File: config.mk
export PLATFORM = sky130hd
export DESIGN_NAME = flag_branch_unit
export DESIGN_NICKNAME = d
export VERILOG_FILES = /design/src/rtl/flag_branch_unit.sv
export SDC_FILE = /design/constraint.sdc
export NUM_CORES = 1
export LEC_CHECK = 0
export CORE_AREA = 2 2 39 41
export DETAILED_ROUTE_END_ITERATION = 7
export DIE_AREA = 0 0 41 43
export DONT_BUFFER_PORTS = 1
export SKIP_LAST_GASP = 1
export SYNTH_ARGS = -nofsm -noshare
export SYNTH_HDL_FRONTEND = slang
export SYNTH_SLANG_ARGS = --single-unit
File: constraint.sdc
create_clock -name clk -period 2.3 [get_ports clk]
set_input_delay 0.575 -clock clk [delete_from_list [all_inputs] [get_ports clk]]
set_output_delay 0.575 -clock clk [all_outputs]
set_load 0.03 [all_outputs]
File: src/rtl/flag_branch_unit.sv
// Architectural Z/V/N flag register plus a conditional-branch resolver FSM.
// Define FLAG_BYPASS_EN to forward same-cycle ALU flag results into resolution instead of stalling.
module flag_branch_unit (
    input  logic       clk,
    input  logic       rst_n,
    input  logic       alu_valid,
    input  logic       change_z,
    input  logic       change_v,
    input  logic       change_n,
    input  logic       zr,
    input  logic       ov,
    input  logic       neg,
    input  logic       br_req,
    input  logic [2:0] br_cond,
    input  logic       flag_hazard,
    input  logic       flush,
    output logic       br_ack,
    output logic       br_taken,
    output logic       z_flag,
    output logic       v_flag,
    output logic       n_flag
);

    localparam int unsigned CondW = 3;

`ifdef FLAG_BYPASS_EN
    localparam logic BypassEn = 1'b1;
`else
    localparam logic BypassEn = 1'b0;
`endif

    typedef enum logic [1:0] {
        ST_IDLE = 2'd0,
        ST_WAIT = 2'd1,
        ST_ACK  = 2'd2
    } state_e;

    state_e state_q;
    logic   z_q, v_q, n_q;
    logic   br_ack_q, br_taken_q;

    logic   wr_z, wr_v, wr_n;
    logic   blocking_wr;
    logic   stall;
    logic   eff_z, eff_v, eff_n;
    logic   cond_met;

    assign wr_z        = alu_valid & change_z;
    assign wr_v        = alu_valid & change_v;
    assign wr_n        = alu_valid & change_n;
    assign blocking_wr = wr_z | wr_v | wr_n;

    // A hazard always stalls; an in-flight flag write stalls only when it cannot be forwarded.
    assign stall = flag_hazard | (blocking_wr & ~BypassEn);

    assign eff_z = (BypassEn & wr_z) ? zr  : z_q;
    assign eff_v = (BypassEn & wr_v) ? ov  : v_q;
    assign eff_n = (BypassEn & wr_n) ? neg : n_q;

    always_comb begin
        cond_met = 1'b0;
        unique case (br_cond)
            CondW'(0): cond_met = ~eff_z;
            CondW'(1): cond_met = eff_z;
            CondW'(2): cond_met = ~eff_z & ~eff_n;
            CondW'(3): cond_met = eff_n;
            CondW'(4): cond_met = eff_z | ~eff_n;
            CondW'(5): cond_met = eff_n | eff_z;
            CondW'(6): cond_met = eff_v;
            CondW'(7): cond_met = 1'b1;
            default:   cond_met = 1'b0;
        endcase
    end

    // Flags update independently; flush does not gate them.
    always_ff @(posedge clk or negedge rst_n) begin
        if (!rst_n) begin
            z_q <= 1'b0;
            v_q <= 1'b0;
            n_q <= 1'b0;
        end else begin
            if (wr_z) z_q <= zr;
            if (wr_v) v_q <= ov;
            if (wr_n) n_q <= neg;
        end
    end

    // IDLE and WAIT share the same transition rules; ACK always returns to IDLE.
    always_ff @(posedge clk or negedge rst_n) begin
        if (!rst_n) begin
            state_q    <= ST_IDLE;
            br_ack_q   <= 1'b0;
            br_taken_q <= 1'b0;
        end else begin
            br_ack_q   <= 1'b0;
            br_taken_q <= 1'b0;
            unique case (state_q)
                ST_IDLE, ST_WAIT: begin
                    if (flush || !br_req) begin
                        state_q <= ST_IDLE;
                    end else if (stall) begin
                        state_q <= ST_WAIT;
                    end else begin
                        state_q    <= ST_ACK;
                        br_ack_q   <= 1'b1;
                        br_taken_q <= cond_met;
                    end
                end
                ST_ACK:  state_q <= ST_IDLE;
                default: state_q <= ST_IDLE;
            endcase
        end
    end

    assign br_ack   = br_ack_q;
    assign br_taken = br_taken_q;
    assign z_flag   = z_q;
    assign v_flag   = v_q;
    assign n_flag   = n_q;

endmodule

After elaboration in Yosys (flattened, before gate mapping)
Index checks and enable logic that the tools add are counted.
W data, S select, Z words.
{ "totals": {"regBits": 7, "in_bits": 15, "elab_cells": 40} }
{ "classes": {"eq_ne": 8, "n_mux": 10, "n_bitwise": 11, "reduce_logical": 5} }
{ "ops": {"columns": ["cell", "n"], "rows": [
  ["$eq A3 B3 Y1 const B", 4],
  ["$pmux W1 S8", 1],
  ["$eq A3 B2 Y1 const B", 2],
  ["$mux W1", 6],
  ["$mux W2", 3],
  ["$or A1 B1 Y1", 5],
  ["$and A1 B1 Y1", 4],
  ["$eq A3 B1 Y1 const B", 1],
  ["$logic_not A3 Y1", 1],
  ["$eq A2 B1 Y1 const B", 1],
  ["$logic_not A2 Y1", 1],
  ["$not A1 Y1", 2],
  ["$reduce_or A2 Y1", 1],
  ["$logic_not A1 Y1", 1],
  ["$logic_or A1 B1 Y1", 1]
]} }

Depth between registers and ports, before layout
{ "logic_depth": {"depth_word": 7, "ltp_mapped": 3} }

Worst setup path before layout
OpenSTA, ideal clock, no wires.
{ "synth_path": {"path_type": "input -> register", "from": "in flush", "to": "reg br_taken_q, in the netlist br_taken", "setup_ps": 65, "t_arrival_ps": 1277, "required_ps": 2235, "setup_slack_ps": 957, "cell_stages": 3, "n_path_buf": 0, "cell_sequence": "or3b_4 nor3b_4 o211a_1"} }
{ "synth_between": {"elab_chain_cells": 3} }
{ "synth_lines": {"columns": ["element", "line_no", "source"], "rows": [
  ["start: declaration", "16", "input logic flush,"],
  ["$logic_or A1 B1 Y1", "99", "if (flush || !br_req) begin"],
  ["$mux W1", "99", null],
  ["$mux W1", "97", "unique case (state_q)"],
  ["end signal: assignment", "106", "br_taken_q <= cond_met;"],
  ["end: declaration", "40", "logic br_ack_q, br_taken_q;"]
]} }
Every way passes these cells.
A chain may end at the register's enable or synchronous reset.

Final worst setup path
{ "layout_path": {"from": "reg n_q, in the netlist n_flag", "to": "out n_flag"} }
{ "layout_lines": {"columns": ["element", "line_no", "source"], "rows": [
  ["start: declaration", "39", "logic z_q, v_q, n_q;"],
  ["start signal: assignment", "84", "if (wr_n) n_q <= neg;"],
  ["end: declaration", "21", "output logic n_flag"]
]} }
No word-level cell between the ends.

==> impl_metrics.json <==
{
  "syn_area_per_cell_um2": 11.5,
  "firstDrtPassIters": 1,
  "async_flop_share": 1.00,
  "swShare": 0.295,
  "status": "finished clean",
  "synthesis.instances": 24,
  "cts_sinks": 5,
  "yosysWarnings": 0,
  "period_minus_slack_ps": 1400,
  "crit_path_start_kind": "flop",
  "max_slew_margin": 0.726,
  "synthTopCellsByArea": "dfrtp_1 45%, mux2_1 8.1%, nor3b_4 6.8%",
  "n_antenna_cell": 0,
  "ios": 20,
  "clk_latency_ps": 240,
  "worstPathMaxFanout": 6,
  "share_comb_of_total_power": 0.104,
  "grt_setup_unrepaired": "no",
  "clock_skew_ps": 1.31,
  "cts-resized-gates": 0,
  "drt_iter0_drc": 0,
  "maxCapViolCount": 0,
  "cts_tree": "built",
  "power_per_cell_area_mw_per_mm2": 786,
  "final_util": 0.233,
  "synthToLayoutAreaGrowth_pct": 16.7,
  "gp_congestion": 0.617,
  "path_class": "reg -> out",
  "path_clk_slew_ps": 40,
  "leakage_uw": 0.000147,
  "globalRouteTotalUtil": 0.0967,
  "ant_nets": 0,
  "clkPwrFrac": 0.397,
  "worst_hold_path_type": "in -> async",
  "synth_top_area_share": 0.452,
  "worst_r2r_path_depth": 3,
  "worstMarginPinSlew_ps": 411,
  "grt_max_degree": 7,
  "end_kind": "primary output",
  "route.detailed.drc": 0,
  "die_w_um": 41,
  "antenna_found_initial": 0,
  "synth-edff-count": 0,
  "postCtsSetupBuffers": 0,
  "tns_ps": 0,
  "grt_pass1_vias": 256,
  "hold_buffers": 0,
  "yosysSeqAreaShare": 0.452,
  "internal_power_uw": 179,
  "ys.flop_type": "dfrtp_1",
  "max_freq_ghz": 0.713,
  "grt_overflow": 0,
  "drive_gt1_frac": 0.214,
  "ir_drop_uv": 291,
  "hold_slack_ps": 27.5,
  "hpwlAfterDp_um": 538,
  "vias_per_cell": 4.61,
  "synthesis.nets": 39,
  "coreArea_mm2": 0.00138,
  "num_vias": 203,
  "ys_types": 16,
  "dieArea_mm2": 0.00176,
  "arrival_ps": 830,
  "finalHoldViolCount": 0,
  "crit_required_ps": 1730,
  "io_buffers": 0,
  "finalSetupViolCount": 0,
  "timing.rr.start": "br_ack",
  "syn_area_um2": 277,
  "min_period_over_period": 0.610,
  "finalMaxSlewViolations": 0,
  "regToRegSetupSlack_ps": 980,
  "cts_root_buf": "clkbuf_4",
  "yosys.area.top_type": "dfrtp_1",
  "htree_levels": 1,
  "dieHeight_um": 43,
  "clk_path_buf_depth": 2,
  "switchingPower_uw": 74.8,
  "grt_pass1_wl_um": 1060,
  "totalWireLength_um": 634,
  "rows": 14,
  "wire_per_inst_um": 14.4,
  "synth-seq-cells": 5,
  "start_util": 0.200,
  "finalNetCount": 44,
  "p_seq_frac": 0.499,
  "r2r-end": "br_taken",
  "path_depth": 0,
  "numCtsBuffers": 3
}
-- area by class of cell --
type	count	area (µm²)
multi-input combinational	17	144
inverter	2	7.51
sequential	5	125
fill	161	1060
tap	16	20.0
clock buffer	4	26.3
-- metal layers --
layer  vias to the layer above  routed length [µm]  GRT usage
li1                         97                   -          -
met1                        94                 204     0.0844
met2                        12                 355      0.144
met3                         0                  73     0.0942
met4                         0                   0     0.0400
met5                         -                   0          0
-- stage by stage --
stage | power, µW | worst slack, ps | area [µm²] | std cells
after floorplan | 148 | 957 | 277 | 24
after global placement | 154 | 931 | 297 | 40
after detailed placement | 155 | 930 | 297 | 40
after CTS | 260 | 881 | 323 | 44
after global routing | 270 | 860 | 323 | 44
final | 254 | 898 | 323 | 44
-- power by group through the flow --
stage | sequential (µW) | combinational [µW] | clock (µW)
2_1_floorplan | 125 | 23.0 | 0
3_3_place_gp | 128 | 25.5 | 0
3_5_place_dp | 129 | 26.4 | 0
4_1_cts | 127 | 26.7 | 106
5_1_grt | 128 | 29.7 | 112
6_report | 127 | 26.3 | 101
-- cells by family after synthesis --
logic type             after synthesis  share of synthesized area
multiplexers                         4                      0.158
buffers and inverters                2                     0.0272
flip-flops                           5                      0.452
AND/OR/NAND/NOR                      8                      0.217
AO/OA/AOI/OAI                        5                      0.145
-- sequential cells by signal (all words and copies together), names as in the netlist --
signal	cells
br_ack	1
br_taken	1
n_flag	1
v_flag	1
z_flag	1
-- worst max path at each step --
stage / startpoint / to / slack, ps
6_report: n_flag / n_flag / 900
5_1_grt: n_flag / n_flag / 860
4_1_cts: n_flag / n_flag / 880
3_5_place_dp: flush / br_taken / 930
3_3_place_gp: flush / br_taken / 930
2_1_floorplan: flush / br_taken / 960
-- placed cells by master (no fill, tap or decap) --
master,Yosys,final
inv_1,2,2
clkbuf_4,0,3
mux2i_1,1,1
o211a_1,1,1
o31ai_1,1,1
mux2_2,1,1
or3b_4,1,1
mux2_1,2,2
nor2b_1,1,1
a211o_1,1,1
clkbuf_1,0,1
o311ai_1,1,1
nor3_1,1,1
a21oi_1,1,1
dfrtp_1,5,5
nor3b_1,1,1
nor3b_4,1,1
nand2_1,3,3
-- cells in the mapped netlist, types with 2 or more instances --
| master | number |
|---|---|
| dfrtp_1 | 5 |
| nand2_1 | 3 |
| inv_1 | 2 |
| mux2_1 | 2 |
Power figures use the tool's default switching activity.
